===== src/rtl/bb_scrambler_par.sv =====
// Word-parallel BB scrambler: XORs W bits per cycle with a Fibonacci LFSR PRBS,
// reseeds at frame boundaries. Optional bypass port under `BB_SCMB_BYPASS_EN.
module bb_scrambler_par #(
   parameter int W        = 8,
   parameter int LFSR_LEN = 15,
   parameter int TAP_A    = 14,
   parameter int TAP_B    = 15,
   parameter int CNT_W    = 16
) (
   input  logic                clk,
   input  logic                reset_n,
   input  logic [LFSR_LEN:1]   initial_state,
   input  logic [CNT_W-1:0]    frame_len,
   input  logic                load,
   input  logic                in_valid,
   input  logic [W-1:0]        in_data,
`ifdef BB_SCMB_BYPASS_EN
   input  logic                bypass,
`endif
   output logic                in_ready,
   output logic                out_valid,
   output logic [W-1:0]        out_data,
   input  logic                out_ready,
   output logic                out_sof
);

   localparam logic [CNT_W-1:0] CNT_ONE = {{(CNT_W-1){1'b0}}, 1'b1};

   logic [LFSR_LEN:1] lfsr_q, lfsr_d;
   logic [CNT_W-1:0]  cnt_q, cnt_d;
   logic              first_pending_q, first_pending_d;
   logic              out_valid_q, out_valid_d;
   logic [W-1:0]      out_data_q, out_data_d;
   logic              out_sof_q, out_sof_d;

   logic              accept;
   logic              seed_use;
   logic              byp;
   logic [W-1:0]      scr_data;
   logic [LFSR_LEN:1] lfsr_next;
   logic [CNT_W-1:0]  cnt_base;

`ifdef BB_SCMB_BYPASS_EN
   assign byp = bypass;
`else
   assign byp = 1'b0;
`endif

   assign in_ready = !out_valid_q || out_ready;
   assign accept   = in_valid && in_ready;
   assign seed_use = first_pending_q || load;

   // Unrolled serial LFSR: the MSB of the word is the first bit in time.
   always_comb begin : scramble
      logic [LFSR_LEN:1] s;
      logic              fb;
      // NOTE: blocking assignments here are intentional; s carries the state
      // from one unrolled bit step to the next within the same cycle.
      s        = seed_use ? initial_state : lfsr_q;
      fb       = 1'b0;
      scr_data = '0;
      for (int i = W - 1; i >= 0; i--) begin
         fb          = s[TAP_A] ^ s[TAP_B];
         scr_data[i] = in_data[i] ^ fb;
         s           = {s[LFSR_LEN-1:1], fb};
      end
      lfsr_next = s;
   end

   always_comb begin
      // NOTE: every output of this block gets a default first, so no latch
      // is inferred on paths that leave a signal untouched.
      lfsr_d          = lfsr_q;
      cnt_d           = cnt_q;
      first_pending_d = first_pending_q;
      out_valid_d     = out_valid_q;
      out_data_d      = out_data_q;
      out_sof_d       = out_sof_q;
      cnt_base        = load ? '0 : cnt_q;

      if (load) begin
         first_pending_d = 1'b1;
         cnt_d           = '0;
      end

      if (accept) begin
         out_valid_d = 1'b1;
         if (byp) begin
            out_data_d = in_data;
            out_sof_d  = 1'b0;
         end else begin
            out_data_d = scr_data;
            out_sof_d  = seed_use;
            lfsr_d     = lfsr_next;
            // Equality compare only: a frame_len below the count lets it wrap.
            if ((frame_len != '0) && (cnt_base == frame_len - CNT_ONE)) begin
               cnt_d           = '0;
               first_pending_d = 1'b1;
            end else begin
               cnt_d           = cnt_base + CNT_ONE;
               first_pending_d = 1'b0;
            end
         end
      end else if (out_ready) begin
         out_valid_d = 1'b0;
      end
   end

   // NOTE: state registers use non-blocking assignments so every flop samples
   // the pre-edge values regardless of process ordering.
   always_ff @(posedge clk or negedge reset_n) begin
      if (!reset_n) begin
         lfsr_q          <= '0;
         cnt_q           <= '0;
         first_pending_q <= 1'b1;
         out_valid_q     <= 1'b0;
         out_data_q      <= '0;
         out_sof_q       <= 1'b0;
      end else begin
         lfsr_q          <= lfsr_d;
         cnt_q           <= cnt_d;
         first_pending_q <= first_pending_d;
         out_valid_q     <= out_valid_d;
         out_data_q      <= out_data_d;
         out_sof_q       <= out_sof_d;
      end
   end

   assign out_valid = out_valid_q;
   assign out_data  = out_data_q;
   assign out_sof   = out_sof_q;

endmodule


===== config.mk =====
export PLATFORM = sky130hd
export DESIGN_NAME = bb_scrambler_par
export DESIGN_NICKNAME = d
export VERILOG_FILES = /design/src/rtl/bb_scrambler_par.sv
export SDC_FILE = /design/constraint.sdc
export NUM_CORES = 1
export LEC_CHECK = 0
export BUFFER_PORTS_ARGS = -buffer_cell sky130_fd_sc_hd__buf_2
export CAP_MARGIN = 20
export CORE_MARGIN = 2
export CORE_UTILIZATION = 58
export CTS_BUF_LIST = sky130_fd_sc_hd__clkbuf_8
export CTS_CLUSTER_DIAMETER = 150
export CTS_CLUSTER_SIZE = 30
export DETAILED_ROUTE_END_ITERATION = 10
export GPL_TIMING_DRIVEN = 1
export PLACE_DENSITY = 0.84
export SLEW_MARGIN = 20
export SYNTH_ARGS = -nofsm -noshare
export SYNTH_HDL_FRONTEND = slang
export SYNTH_SLANG_ARGS = --single-unit

===== constraint.sdc =====
create_clock -name clk -period 3 [get_ports clk]
set_clock_uncertainty 0.05 [all_clocks]
set_input_delay 0.15 -clock clk [delete_from_list [all_inputs] [get_ports clk]]
set_output_delay 0.15 -clock clk [all_outputs]
set_load 0.05 [all_outputs]

# After elaboration in Yosys (flattened, before gate mapping)
# Cells that the tools add are included.
[word_totals]
regBits = 42
elab_cells = 42
[op_classes]
addsub = 2
eq_ne = 1
muxes = 9
n_bitwise = 16
n_reduce_logical = 8
[ops]
columns = ["operator", "count"]
rows = [
  ["2-to-1 mux 16 bit", 3],
  ["adder 16 x 1 -> 16 bit (second input constant)", 1],
  ["equality test 16 bit", 1],
  ["nonzero test 16 bit", 1],
  ["subtractor 16 x 1 -> 16 bit (second input constant)", 1],
  ["XOR 1 bit", 16],
  ["2-to-1 mux 15 bit", 1],
  ["2-to-1 mux 1 bit", 5],
  ["nonzero test 2 bit", 2],
  ["logical AND 1 bit", 2],
  ["logical OR 1 bit", 2],
  ["logical NOT 1 bit", 1],
]

# Logic depth before layout (Yosys ltp)
[logic_depth]
ltp_word = 5
mapped_depth = 12
mapped_depth_nobuf = 10

# Worst setup path after synthesis
# Ideal clock, no wire load.
[synth_timing]
path_kind = "input-to-reg"
start = "in frame_len[0]"
end = "reg cnt_q[3]"
setup_ns = 0.126
t_arrival_ns = 2.481
required_ns = 2.824
slack_ns = 0.343
stages = 12
cell_sequence = "inv_1 > ha_1 > nor2b_1 > buf_2 > nand3_1 > or3b_1 > a22oi_1 > nand4_1 > or4_1 > buf_2 > and3_1 > a221o_1"
[synth_via]
elab_chain_cells = 5
word_cells_on_any_way = 6
[synth_rtl]
columns = ["item", "line_no", "text"]
rows = [
  ["start, declared", "13", "input logic [CNT_W-1:0] frame_len,"],
  ["subtractor 16 x 1 -> 16 bit", "96", "if ((frame_len != '0) && (cnt_base == frame_len - CNT_ONE)) begin"],
  ["equality test 16 bit", "96", ""],
  ["logical AND 1 bit (*)", "96", ""],
  ["2-to-1 mux 16 bit (*)", "96", ""],
  ["2-to-1 mux 16 bit (*)", "86", "if (accept) begin"],
  ["net cnt_d[3]", "30", "logic [CNT_W-1:0] cnt_q, cnt_d;"],
  ["end signal, assigned", "121", "cnt_q <= cnt_d;"],
  ["end, declared", "30", ""],
]
# The timed path passes the listed nets; every way through them passes the cells marked *.
# A chain may end at the register's enable or synchronous reset.

# Worst setup path after layout
[layout_timing]
start = "reg cnt_q[4]"
end = "reg cnt_q[7]"
[layout_via]
elab_chain_cells = 5
word_cells_on_any_way = 6
[layout_rtl]
columns = ["item", "line_no"]
rows = [
  ["2-to-1 mux 16 bit (*)", "-"],
  ["parallel branches: the longest is 2 deep, another holds adder 16 x 1 -> 16 bit", "-"],
  ["2-to-1 mux 16 bit (*)", "96"],
  ["2-to-1 mux 16 bit (*)", "86"],
  ["net cnt_d[7]", "30"],
]
# Mark *: on every way through the listed nets, which the timed path passes.

==> tab_implementation.tex <==
\begin{tabular}{lr}
\hline
Metric & Value \\
\hline
\multicolumn{2}{l}{\textbf{Outcome}} \\
\quad Result of the run & finished, final reports clean \\
\multicolumn{2}{l}{\textbf{Timing}} \\
\quad Setup tns final & 0 ns \\
\quad Minimum setup slack in the final design & 0.285 ns \\
\quad Final clock period utilization by the worst path & 90.5\% \\
\quad Rel. slew slack & 38.9\% \\
\quad Setup repair after global routing missed its margin & no \\
\quad Measured slew at the worst slew-check pin & 0.916 ns \\
\quad Number of hold-slack violations in the final timing report & 0 \\
\quad Endpoints failing setup & 0 \\
\quad Fmax & approximately 370 MHz \\
\quad Max-slew violation count & 0 \\
\quad Final Critical Period & 2.72 ns \\
\multicolumn{2}{l}{\textbf{Place}} \\
\quad Placer's final routability congestion estimate & 0.917 \\
\quad Quantity of I/O buffers inserted on ports & 54 \\
\quad Setup WS pre-CTS & 0.0348 ns \\
\quad Half-perimeter wire length after detailed placement & roughly 5000 µm \\
\multicolumn{2}{l}{\textbf{Worst setup path}} \\
\quad Crit path buf inv count & 1 \\
\quad Sequence of cells on the critical path & nor2b\_1 -> xnor3\_1 -> or3b\_2 -> a22oi\_1 -> nand4\_1 -> or4\_4 -> buf\_4 -> o21bai\_2 -> nor2\_1 \\
\quad Crit-path max cell delay & 0.47 ns \\
\quad Crit Path Class & flop to flop \\
\quad Setup crit end kind & flop \\
\quad Critical path arrival & 2.84 ns \\
\quad Kind of start point of the critical path & flop \\
\quad Cell family contributing the most delay on the critical path & simple AND/OR/NAND/NOR gates \\
\quad Peak fanout along the critical path & 6 \\
\quad Endpoint required time on the critical path & 3.13 ns \\
\quad Slowest-stage cell, CP & sky130\_fd\_sc\_hd\_\_or4\_4 \\
\multicolumn{2}{l}{\textbf{Yosys}} \\
\quad Post-synthesis share of cell area spent on and, or, nand and nor gates & 26.4\% \\
\quad Cell area after synthesis & between 2000 and 3000 µm² \\
\quad Total nets after synthesis & 382 \\
\quad Synthesized flop and latch total & 42 \\
\quad Seq/Total Area, Yosys & 36.9\% \\
\quad Share of synthesized cell area in full adder, half adder and majority cells & 1.32\% \\
\quad Primary flip-flop cell chosen by synthesis mapping & sky130\_fd\_sc\_hd\_\_dfrtp\_1 \\
\quad Number of enable flip-flop cells after synthesis & 0 \\
\quad Synth area leader & sky130\_fd\_sc\_hd\_\_dfrtp\_1 \\
\quad Number of distinct library cells after synthesis & 49 \\
\quad Complex-gate fraction of the synthesized area & 13.2\% \\
\quad Mean cell area of the mapped netlist & 8.51 µm² \\
\quad Share of Yosys cell area claimed by the top area cell type & 36.0\% \\
\quad Yosys warning total & 0 \\
\quad Area contributors post-synth & sky130\_fd\_sc\_hd\_\_dfrtp\_1 (36\%), sky130\_fd\_sc\_hd\_\_xnor2\_1 (10\%), sky130\_fd\_sc\_hd\_\_nand2\_1 (6.3\%) \\
\quad Fraction of synthesized area in multiplexers & 3.16\% \\
\quad Parity-gate share of the synthesized area counting xor and xnor cells & 16.1\% \\
\quad Combinational family with the most area after synthesis & simple AND/OR/NAND/NOR gates \\
\quad Cells after Synth & 335 \\
\quad Fraction of registers with async set or reset after synthesis & 100\% \\
\multicolumn{2}{l}{\textbf{Global route}} \\
\quad Via count of the first global-routing pass & 2328 \\
\quad Overall overflow remaining after global route & 0 \\
\quad Global-route wire length before repair & 10500 µm \\
\quad Largest net degree at the start of global routing & 49 \\
\quad M3 GR Usage & 3.93\% \\
\quad Met2 track demand over resource & 44.0\% \\
\quad Routing layer with the top usage in global route & met2 \\
\quad Met1 track utilization from global routing & 31.8\% \\
\quad Antenna violations before repair & 0 \\
\quad Global-route usage over all layers & approximately a quarter \\
\multicolumn{2}{l}{\textbf{CTS}} \\
\quad Source-to-sink clock delay at the later pin of the worst-skew pair & 0.29 ns \\
\quad Clock sink total & 42 \\
\quad Clock tree from TritonCTS & done \\
\quad Clock transition at the registers of the reported paths & 0.07 ns \\
\quad Number of CTS-inserted buffers & 5 \\
\quad Post-CTS setup buffer count & 0 \\
\quad Clock root buffer & sky130\_fd\_sc\_hd\_\_clkbuf\_8 \\
\quad H-tree depth reported by CTS & 2 \\
\quad CTS max path bufs & 2 \\
\multicolumn{2}{l}{\textbf{Floorplanning}} \\
\quad Effective utilization at floorplan & 60.4\% \\
\quad Core outline area & between 4000 and 5000 µm² \\
\quad Chip width & 74.1 µm \\
\quad Y dimension of the die & 74.1 µm \\
\quad Number of placement rows & 25 \\
\quad Number of placed I/O pins & 55 \\
\quad Overall die area & 5490 µm² \\
\multicolumn{2}{l}{\textbf{Final layout}} \\
\quad Final antenna diode count & 0 \\
\quad Fillcell total & 392 \\
\quad Net total in the final layout & 441 \\
\quad Most frequent standard cell in the layout excluding fill and tap cells & sky130\_fd\_sc\_hd\_\_buf\_2 \\
\quad Most frequent cells in the layout & sky130\_fd\_sc\_hd\_\_buf\_2 (54), sky130\_fd\_sc\_hd\_\_nand2\_1 (48), sky130\_fd\_sc\_hd\_\_dfrtp\_1 (41) \\
\quad Layout area overhead & 17.1\% \\
\quad Layout cells sized above 1 & 20.5\% \\
\quad Register area & 1050 µm² \\
\quad Area of the multi-input gates & 1720 µm² \\
\multicolumn{2}{l}{\textbf{Route}} \\
\quad Wirelength per Cell & 13.9 µm \\
\quad Detailed router's first-iteration violation count & 111 \\
\quad Antenna-violating nets left & 0 \\
\quad Via count of the routed design & approximately 2500 \\
\quad Number of iterations in the first detailed-routing pass & 4 \\
\quad Vias per cell & 5.52 \\
\quad Number of remaining DRC errors & 0 \\
\quad DRT Wirelength & approximately 6400 µm \\
\multicolumn{2}{l}{\textbf{Power and ir drop}} \\
\quad Clock power frac & between 20\% and 30\% \\
\quad Switching share of power & 34.7\% \\
\quad Logic gate share of total power & roughly 30\% \\
\quad Peak supply drop & 0.000364 V \\
\quad Sequential share of power & about 46\% \\
\quad Internal power & 0.974 mW \\
\quad Power spent charging and discharging nets & 0.517 mW \\
\quad Total leakage power & 1.52 nW \\
\quad Power per cell area & $\sim$450 nW/µm² \\
\multicolumn{2}{l}{\textbf{Hold path}} \\
\quad Path category of the worst min-delay check & input pin to flop \\
\multicolumn{2}{l}{\textbf{Flow run}} \\
\quad Number of maximum-capacitance violations & 0 \\
\hline
\end{tabular}
## cell usage after synthesis, drive strengths merged, types with 3 or more instances
library cell	instances
nor2b	13
mux2i	9
a21oi	12
o31ai	3
o21ai	25
and3	4
a31oi	5
clkbuf	10
nor2	30
dfrtp	41
xnor2	34
nor4	4
ha	3
nor4b	3
buf	4
nand2b	7
inv	7
nor3	8
nand4	6
nand2	48
nand3	11
or4	3
xor2	16
## stage by stage
| stage | power [mW] | hold slack, ns | cells | cell area (µm²) | util, % |
|---|---|---|---|---|---|
| CTS | 1.50 | 0.0153 | 462 | 3330 | 70.6 |
| detailed placement | 1.13 | 0.286 | 453 | 3230 | 68.5 |
| global route | 1.58 | 0.0525 | 462 | 3340 | 70.7 |
| finish | 1.49 | 0.0243 | 462 | 3340 | 70.7 |
| global placement | 1.12 | 0.282 | 453 | 3230 | 68.5 |
| floorplan | 0.989 | -0.196 | 335 | 2850 | - |
## flip-flops by register name, indices dropped and copies added (netlist names)
signal           flops
first_pending_q      1
out_sof              1
out_data             8
lfsr_q              15
out_valid            1
cnt_q               16
## final timing paths
| check | startpoint | end | slack, ns | cells after the start |
|---|---|---|---|---|
| worst min-delay path | in_valid | out_valid | 0.02 | 2 |
| worst max register to register | cnt_q[4] | cnt_q[7] | 0.28 | 9 |
| worst min register to register | out_data[6] | out_data[6] | 0.41 | 2 |
| max in group asynchronous | reset_n | cnt_q[6] | 1.85 | 2 |
| min in group asynchronous | reset_n | lfsr_q[1] | 0.47 | 2 |
| worst max-delay path | cnt_q[4] | cnt_q[7] | 0.28 | 9 |
## per-layer routing
layer / wire (µm) / vias up / share of wire, %
li1: - / 1284 / -
met4: 93 / 0 / 1.4
met5: 0 / - / 0
met3: 252 / 8 / 3.9
met1: 2770 / 1197 / 43
met2: 3300 / 59 / 51
## power groups by stage
stage	logic (mW)	clock network, mW	registers (mW)
2_1_floorplan	0.207	0	0.783
5_1_grt	0.484	0.400	0.693
3_5_place_dp	0.438	0	0.695
6_report	0.437	0.368	0.685
3_3_place_gp	0.426	0	0.693
4_1_cts	0.441	0.376	0.686
## layout make-up
class	count	share of cell area, %
clock buffers	6	2.47
multi-input cells	272	51.6
inverters	7	0.787
well taps	67	2.51
flip-flops and latches	42	31.5
clock inverters	2	0.262
repair buffers	66	10.9
## logic make-up after synthesis
logic type	count (synthesis)
flops	42
fa+ha+maj	3
simple gates	148
compound gates	61
xor+xnor	51
buf+inv	21
mux	9
## repair_timing
| item | 4_1_cts | 5_1_grt |
|---|---|---|
| hold buffers | 1 | 0 |
| endpoints found under the hold margin | 41 | 0 |
| setup endpoints to repair | 0 | 1 |
| resized for setup | 0 | 1 |
Note: power is estimated with default switching activity, not from simulation.
